==> src/rtl/wishbone_to_axi4lite.sv <==
`timescale 1ns/1ps
`default_nettype none
// +----------------------------------------------------------------------------+
// | wishbone_to_axi4lite                                                       |
// | Wishbone classic slave to AXI4-Lite master bridge, one transaction at once.|
// | Optional response timeout: define WB2AXI_TIMEOUT_EN.                       |
// | Revision: 1.0                                                              |
// +----------------------------------------------------------------------------+
module wishbone_to_axi4lite #(
  parameter int ADDR_WIDTH     = 32,
  parameter int DATA_WIDTH     = 32,
  parameter int TIMEOUT_CYCLES = 255
) (
  input  logic                    clk_i,
  input  logic                    rst_n_i,
  input  logic [ADDR_WIDTH-1:0]   wb_adr_i,
  input  logic [DATA_WIDTH-1:0]   wb_dat_i,
  input  logic [DATA_WIDTH/8-1:0] wb_sel_i,
  input  logic                    wb_we_i,
  input  logic                    wb_cyc_i,
  input  logic                    wb_stb_i,
  output logic [DATA_WIDTH-1:0]   wb_dat_o,
  output logic                    wb_ack_o,
  output logic                    wb_err_o,
  output logic                    wb_rty_o,
  output logic [ADDR_WIDTH-1:0]   axi_awaddr_o,
  output logic                    axi_awvalid_o,
  input  logic                    axi_awready_i,
  output logic [DATA_WIDTH-1:0]   axi_wdata_o,
  output logic [DATA_WIDTH/8-1:0] axi_wstrb_o,
  output logic                    axi_wvalid_o,
  input  logic                    axi_wready_i,
  input  logic [1:0]              axi_bresp_i,
  input  logic                    axi_bvalid_i,
  output logic                    axi_bready_o,
  output logic [ADDR_WIDTH-1:0]   axi_araddr_o,
  output logic                    axi_arvalid_o,
  input  logic                    axi_arready_i,
  input  logic [DATA_WIDTH-1:0]   axi_rdata_i,
  input  logic [1:0]              axi_rresp_i,
  input  logic                    axi_rvalid_i,
  output logic                    axi_rready_o
);

  localparam int SW = DATA_WIDTH / 8;

  typedef enum logic [2:0] {
    S_IDLE    = 3'd0,
    S_WR_REQ  = 3'd1,
    S_WR_RESP = 3'd2,
    S_RD_REQ  = 3'd3,
    S_RD_DATA = 3'd4,
    S_DONE    = 3'd5
  } state_t;

  state_t                r_state;
  logic [ADDR_WIDTH-1:0] r_adr;
  logic [DATA_WIDTH-1:0] r_dat;
  logic [DATA_WIDTH-1:0] r_rdata;
  logic [SW-1:0]         r_sel;
  logic                  r_awvalid;
  logic                  r_wvalid;
  logic                  r_bready;
  logic                  r_arvalid;
  logic                  r_rready;
  logic                  r_aw_done;
  logic                  r_w_done;
  logic                  r_abort;
  logic                  r_ack;
  logic                  r_err;

  logic w_req;
  logic w_active;
  logic w_live;
  logic w_aw_hs;
  logic w_w_hs;
  logic w_timeout;
  logic w_to_done;
  logic w_fin_err;

  assign w_req    = wb_cyc_i & wb_stb_i;
  assign w_active = (r_state == S_WR_REQ) || (r_state == S_WR_RESP) ||
                    (r_state == S_RD_REQ) || (r_state == S_RD_DATA);
  // A request dropped at any point before completion loses its ack/err.
  assign w_live   = w_req & ~r_abort;
  assign w_aw_hs  = r_awvalid & axi_awready_i;
  assign w_w_hs   = r_wvalid & axi_wready_i;

`ifdef WB2AXI_TIMEOUT_EN
  localparam int CW = $clog2(TIMEOUT_CYCLES + 1);
  logic [CW-1:0] r_cnt;

  always_ff @(posedge clk_i or negedge rst_n_i) begin
    if (!rst_n_i) begin
      r_cnt <= '0;
    end else if (r_state == S_IDLE) begin
      r_cnt <= '0;
    end else if (w_active) begin
      r_cnt <= r_cnt + 1'b1;
    end
  end

  // Fires on the edge at which the counter reaches TIMEOUT_CYCLES.
  assign w_timeout = w_active && (r_cnt == CW'(TIMEOUT_CYCLES - 1));
`else
  assign w_timeout = 1'b0;
`endif

  // resp >= 2'b10 is SLVERR/DECERR, i.e. resp[1].
  assign w_fin_err = w_timeout ? 1'b1 :
                     (r_state == S_WR_RESP) ? (axi_bresp_i >= 2'b10) :
                                              (axi_rresp_i >= 2'b10);
  assign w_to_done = w_timeout ||
                     ((r_state == S_WR_RESP) && axi_bvalid_i) ||
                     ((r_state == S_RD_DATA) && axi_rvalid_i);

  always_ff @(posedge clk_i or negedge rst_n_i) begin
    if (!rst_n_i) begin
      r_state   <= S_IDLE;
      r_adr     <= '0;
      r_dat     <= '0;
      r_sel     <= '0;
      r_rdata   <= '0;
      r_awvalid <= 1'b0;
      r_wvalid  <= 1'b0;
      r_bready  <= 1'b0;
      r_arvalid <= 1'b0;
      r_rready  <= 1'b0;
      r_aw_done <= 1'b0;
      r_w_done  <= 1'b0;
      r_abort   <= 1'b0;
      r_ack     <= 1'b0;
      r_err     <= 1'b0;
    end else begin
      r_ack <= 1'b0;
      r_err <= 1'b0;
      if (w_active && !w_req) begin
        r_abort <= 1'b1;
      end
      case (r_state)
        S_IDLE: begin
          if (w_req) begin
            r_adr     <= wb_adr_i;
            r_dat     <= wb_dat_i;
            r_sel     <= wb_sel_i;
            r_abort   <= 1'b0;
            r_aw_done <= 1'b0;
            r_w_done  <= 1'b0;
            if (wb_we_i) begin
              r_awvalid <= 1'b1;
              r_wvalid  <= 1'b1;
              r_state   <= S_WR_REQ;
            end else begin
              r_arvalid <= 1'b1;
              r_state   <= S_RD_REQ;
            end
          end
        end
        S_WR_REQ: begin
          if (w_aw_hs) begin
            r_awvalid <= 1'b0;
            r_aw_done <= 1'b1;
          end
          if (w_w_hs) begin
            r_wvalid <= 1'b0;
            r_w_done <= 1'b1;
          end
          if ((r_aw_done || w_aw_hs) && (r_w_done || w_w_hs)) begin
            r_bready <= 1'b1;
            r_state  <= S_WR_RESP;
          end
        end
        S_WR_RESP: begin
        end
        S_RD_REQ: begin
          if (r_arvalid && axi_arready_i) begin
            r_arvalid <= 1'b0;
            r_rready  <= 1'b1;
            r_state   <= S_RD_DATA;
          end
        end
        S_RD_DATA: begin
          if (axi_rvalid_i && !w_timeout) begin
            r_rdata <= axi_rdata_i;
          end
        end
        S_DONE: begin
          r_state <= S_IDLE;
        end
        default: begin
          r_state <= S_IDLE;
        end
      endcase
      // Completion (response or timeout) overrides every branch above.
      if (w_to_done) begin
        r_awvalid <= 1'b0;
        r_wvalid  <= 1'b0;
        r_arvalid <= 1'b0;
        r_bready  <= 1'b0;
        r_rready  <= 1'b0;
        r_ack     <= w_live & ~w_fin_err;
        r_err     <= w_live & w_fin_err;
        r_state   <= S_DONE;
      end
    end
  end

  assign wb_dat_o      = r_rdata;
  assign wb_ack_o      = r_ack;
  assign wb_err_o      = r_err;
  assign wb_rty_o      = 1'b0;
  assign axi_awaddr_o  = r_adr;
  assign axi_awvalid_o = r_awvalid;
  assign axi_wdata_o   = r_dat;
  assign axi_wstrb_o   = r_sel;
  assign axi_wvalid_o  = r_wvalid;
  assign axi_bready_o  = r_bready;
  assign axi_araddr_o  = r_adr;
  assign axi_arvalid_o = r_arvalid;
  assign axi_rready_o  = r_rready;

endmodule
`default_nettype wire

==> config.mk <==
export PLATFORM = sky130hd
export DESIGN_NAME = wishbone_to_axi4lite
export DESIGN_NICKNAME = d
export VERILOG_FILES = /design/src/rtl/wishbone_to_axi4lite.sv
export SDC_FILE = /design/constraint.sdc
export NUM_CORES = 1
export LEC_CHECK = 0
export ABC_AREA = 1
export BUFFER_PORTS_ARGS = -buffer_cell sky130_fd_sc_hd__buf_4
export CORE_MARGIN = 2
export CORE_UTILIZATION = 40
export DETAILED_ROUTE_END_ITERATION = 8
export HOLD_SLACK_MARGIN = 0.05
export PLACE_DENSITY = 0.78
export SKIP_LAST_GASP = 1
export SLEW_MARGIN = 20
export SYNTH_ARGS = -nofsm -noshare
export SYNTH_HDL_FRONTEND = slang
export SYNTH_SLANG_ARGS = --single-unit
==> constraint.sdc <==
create_clock -name clk_i -period 4.1 [get_ports clk_i]
set_input_delay 0.205 -clock clk_i [delete_from_list [all_inputs] [get_ports clk_i]]
set_output_delay 0.205 -clock clk_i [all_outputs]
set_load 0.03 [all_outputs]
==> results by group <==
STA
  – Setup violators final: 0
  – Hold slack final: 0.0832 ns
  – Setup Skew: 0.00916 ns
  – Slew @ Worst Pin: 0.983 ns
  – Final Cycle Share: 65.3%
  – Achievable Freq: 373 MHz
  – Final Hold Fails: 0
  – Relative slew slack: 34.4%
  – Tmin final: 2.68 ns
  – Setup TNS: 0 ns
  – Fin. max-slew vios: 0
  – RSZ-0062 raised after global routing: no

Floorplan
  – DIE WIDTH: 112 um
  – Die Y: 112 um
  – Overall die area: 12500 um2
  – Initial Utilization: 40.8%
  – Area of the core: about 11000 um2
  – Row cnt: 39
  – Boundary pin count: around 250

Drt
  – Vias per cell: approximately 4.7
  – WL/cell: ~16 um
  – Post-route DRC: 0
  – WL final: 15400 um
  – Vias: 4474
  – Detailed router's first-iteration violation count: 267
  – Drt pass-1 iters: 4
  – Remaining antenna violation count: 0

Critical path
  – Worst setup SP type: flip-flop
  – Crit Path Category: reg -> reg
  – Worst R2R Path Depth: 8
  – Critical path data required time: between 4 and 5 ns
  – Max FO, Critical Path: approximately 70
  – Crit path capture type: flip-flop
  – Worst Path Arrival: 2.97 ns

CTS
  – CTS tree: yes
  – Setup Fix Bufs, Post-CTS: 0
  – CTS sink cnt: between 100 and 150
  – CTS Buf Count: 17
  – Clock tree buffer depth: 2
  – Clock Pin Slew Worst Setup and Hold Paths: about 0.050 ns
  – Worst-Skew Late Latency: 0.42 ns
  – H-tree depth: 4
  – CTS root buf: clkbuf_16

Yosys
  – Seq/Total Area, Yosys: 60.6%
  – Post-Syn Area per Cell: 9.74 um2
  – Ys Warns: 0
  – Count of different cell masters after synthesis: 22
  – Post-synth top area share: 60.6%
  – Cell taking the most area after synthesis: dfrtp_1
  – Post-synthesis cell count: roughly 480
  – Post-Syn Nets: 593
  – Seq cells post-synth: approximately 110
  – Largest cells by area after synthesis: dfrtp_1 61%, nand2_1 19%, mux2_2 7.7%
  – Area of the mapped netlist: 4660 um2

Hold path
  – Min-delay worst type: in -> reg
  – Worst hold path stage count: 3

Layout
  – Commonest non-fill, non-tap cells in the layout: 252 x buf_4, 238 x nand2_1, 113 x dfrtp_1, 101 x dlygate4sd3_1, 32 x mux2_2
  – Reg area: 2830 um2
  – Commonest non-fill, non-tap cell in the layout: buf_4
  – Multi-input gate area: approximately 1400 um2
  – Fillers: 766
  – Final Net Count: 915
  – Area Overhead vs Synth: 72.1%
  – Post-Layout Cell Count: 957
  – Final core occ: about 70%
  – Share of cells above drive strength 1: about two fifths
  – Antenna diodes: 0

Global route
  – Total gr overflow: 0
  – First-pass GRT wire length: 24000 um
  – Vias in the first global route: 4619
  – Largest net degree at the start of global routing: 78
  – Initial antenna violation count: 0
  – GRT Overall Usage: 24.8%

Place
  – IO Port Bufs: 250
  – Placer congestion estimate: 0.830
  – Hpwl dp: 8350 um
  – Placed cell count: 824

Power
  – Worst vdd ir: 0.676 mV
  – Pwr Total: 0.00703 W
  – Power Dens Cells: around 880 nW/um2
  – Leakage: 4.33 nW

Status
  – Status: complete, no violations

Job
  – Max-Cap Viols: 0
[worst max-delay path, stage by stage (launching register included)]
cell and delay [ns]:
dfrtp_1 0.46, inv_2 0.10, nand2_1 0.10, nor2_4 0.14, inv_2 0.09, nor2_8 0.74
inv_4 0.49, nand2_1 0.25, nand2_1 0.10
[Yosys cell counts, drive strengths merged]
cell type and n:
nand2 238, o21ai 7, a31oi 1, o21bai 1, nor3b 1, conb 1
dfrtp 113, buf 50, mux2 32, a21boi 2, nor2 7, nand3 5
inv 16, nor3 1, nand4 2, a21oi 2
[area by class of cell]
cell class              instances  share of cell area, %
repair buffers                353                   36.2
flip-flops and latches        113                   35.2
multi-input cells             300                   17.8
clock buffers                  22                   6.16
well taps                     143                   2.23
clock inverters                10                   1.62
inverters                      16                  0.779
[kinds of logic after synthesis]
group	share of synthesized area, %
AND/OR/NAND/NOR	21.3
buffers and inverters	8.67
flip-flops	60.6
AO/OA/AOI/OAI	1.58
multiplexers	7.73
other	0.0804
[per-layer routing]
layer	up-vias	wire length, um	global-route usage, %
met1	2104	5840	27.7
li1	2103	-	-
met4	0	466	11.9
met3	35	1260	7.95
met2	232	7860	43.0
met5	-	0	0
[state kept, by name, summed over array words and instances (netlist names)]
name           cells
axi_araddr_o      32
axi_arvalid_o      1
axi_awvalid_o      1
axi_bready_o       1
axi_rready_o       1
axi_wdata_o       32
axi_wstrb_o        4
axi_wvalid_o       1
r_abort            1
r_aw_done          1
r_state            3
r_w_done           1
wb_ack_o           1
wb_dat_o          32
wb_err_o           1
[repair_timing]
item	CTS	global route
resized for setup	0	0
endpoints found under the hold margin	176	0
hold buffers	101	0
[power breakdown]
group	switching [W]	internal [W]	leakage [nW]
logic	0.00219	0.00127	2.63
clock network	0.000510	0.00103	0.308
registers	0.000390	0.00164	1.39
[through the flow]
step	instance area, um2	setup WS [ns]
after floorplan	4660	2.68
after global placement	6390	1.72
after detailed placement	6390	1.65
after CTS	8030	1.57
after global routing	8030	1.29
final	8030	1.42
[path summary, 6_finish.rpt]
path | from | endpoint | slack [ns]
min reg2reg | axi_wdata_o[2] | axi_wdata_o[2] | 0.47
max | r_state[1] | axi_wdata_o[12] | 1.42
max reg2reg | r_state[1] | axi_wdata_o[12] | 1.42
max in group asynchronous | rst_n_i | axi_wdata_o[10] | 2.55
min in group asynchronous | rst_n_i | wb_dat_o[2] | 0.48
min | wb_cyc_i | wb_err_o | 0.08
Power figures use the tool's default switching activity.
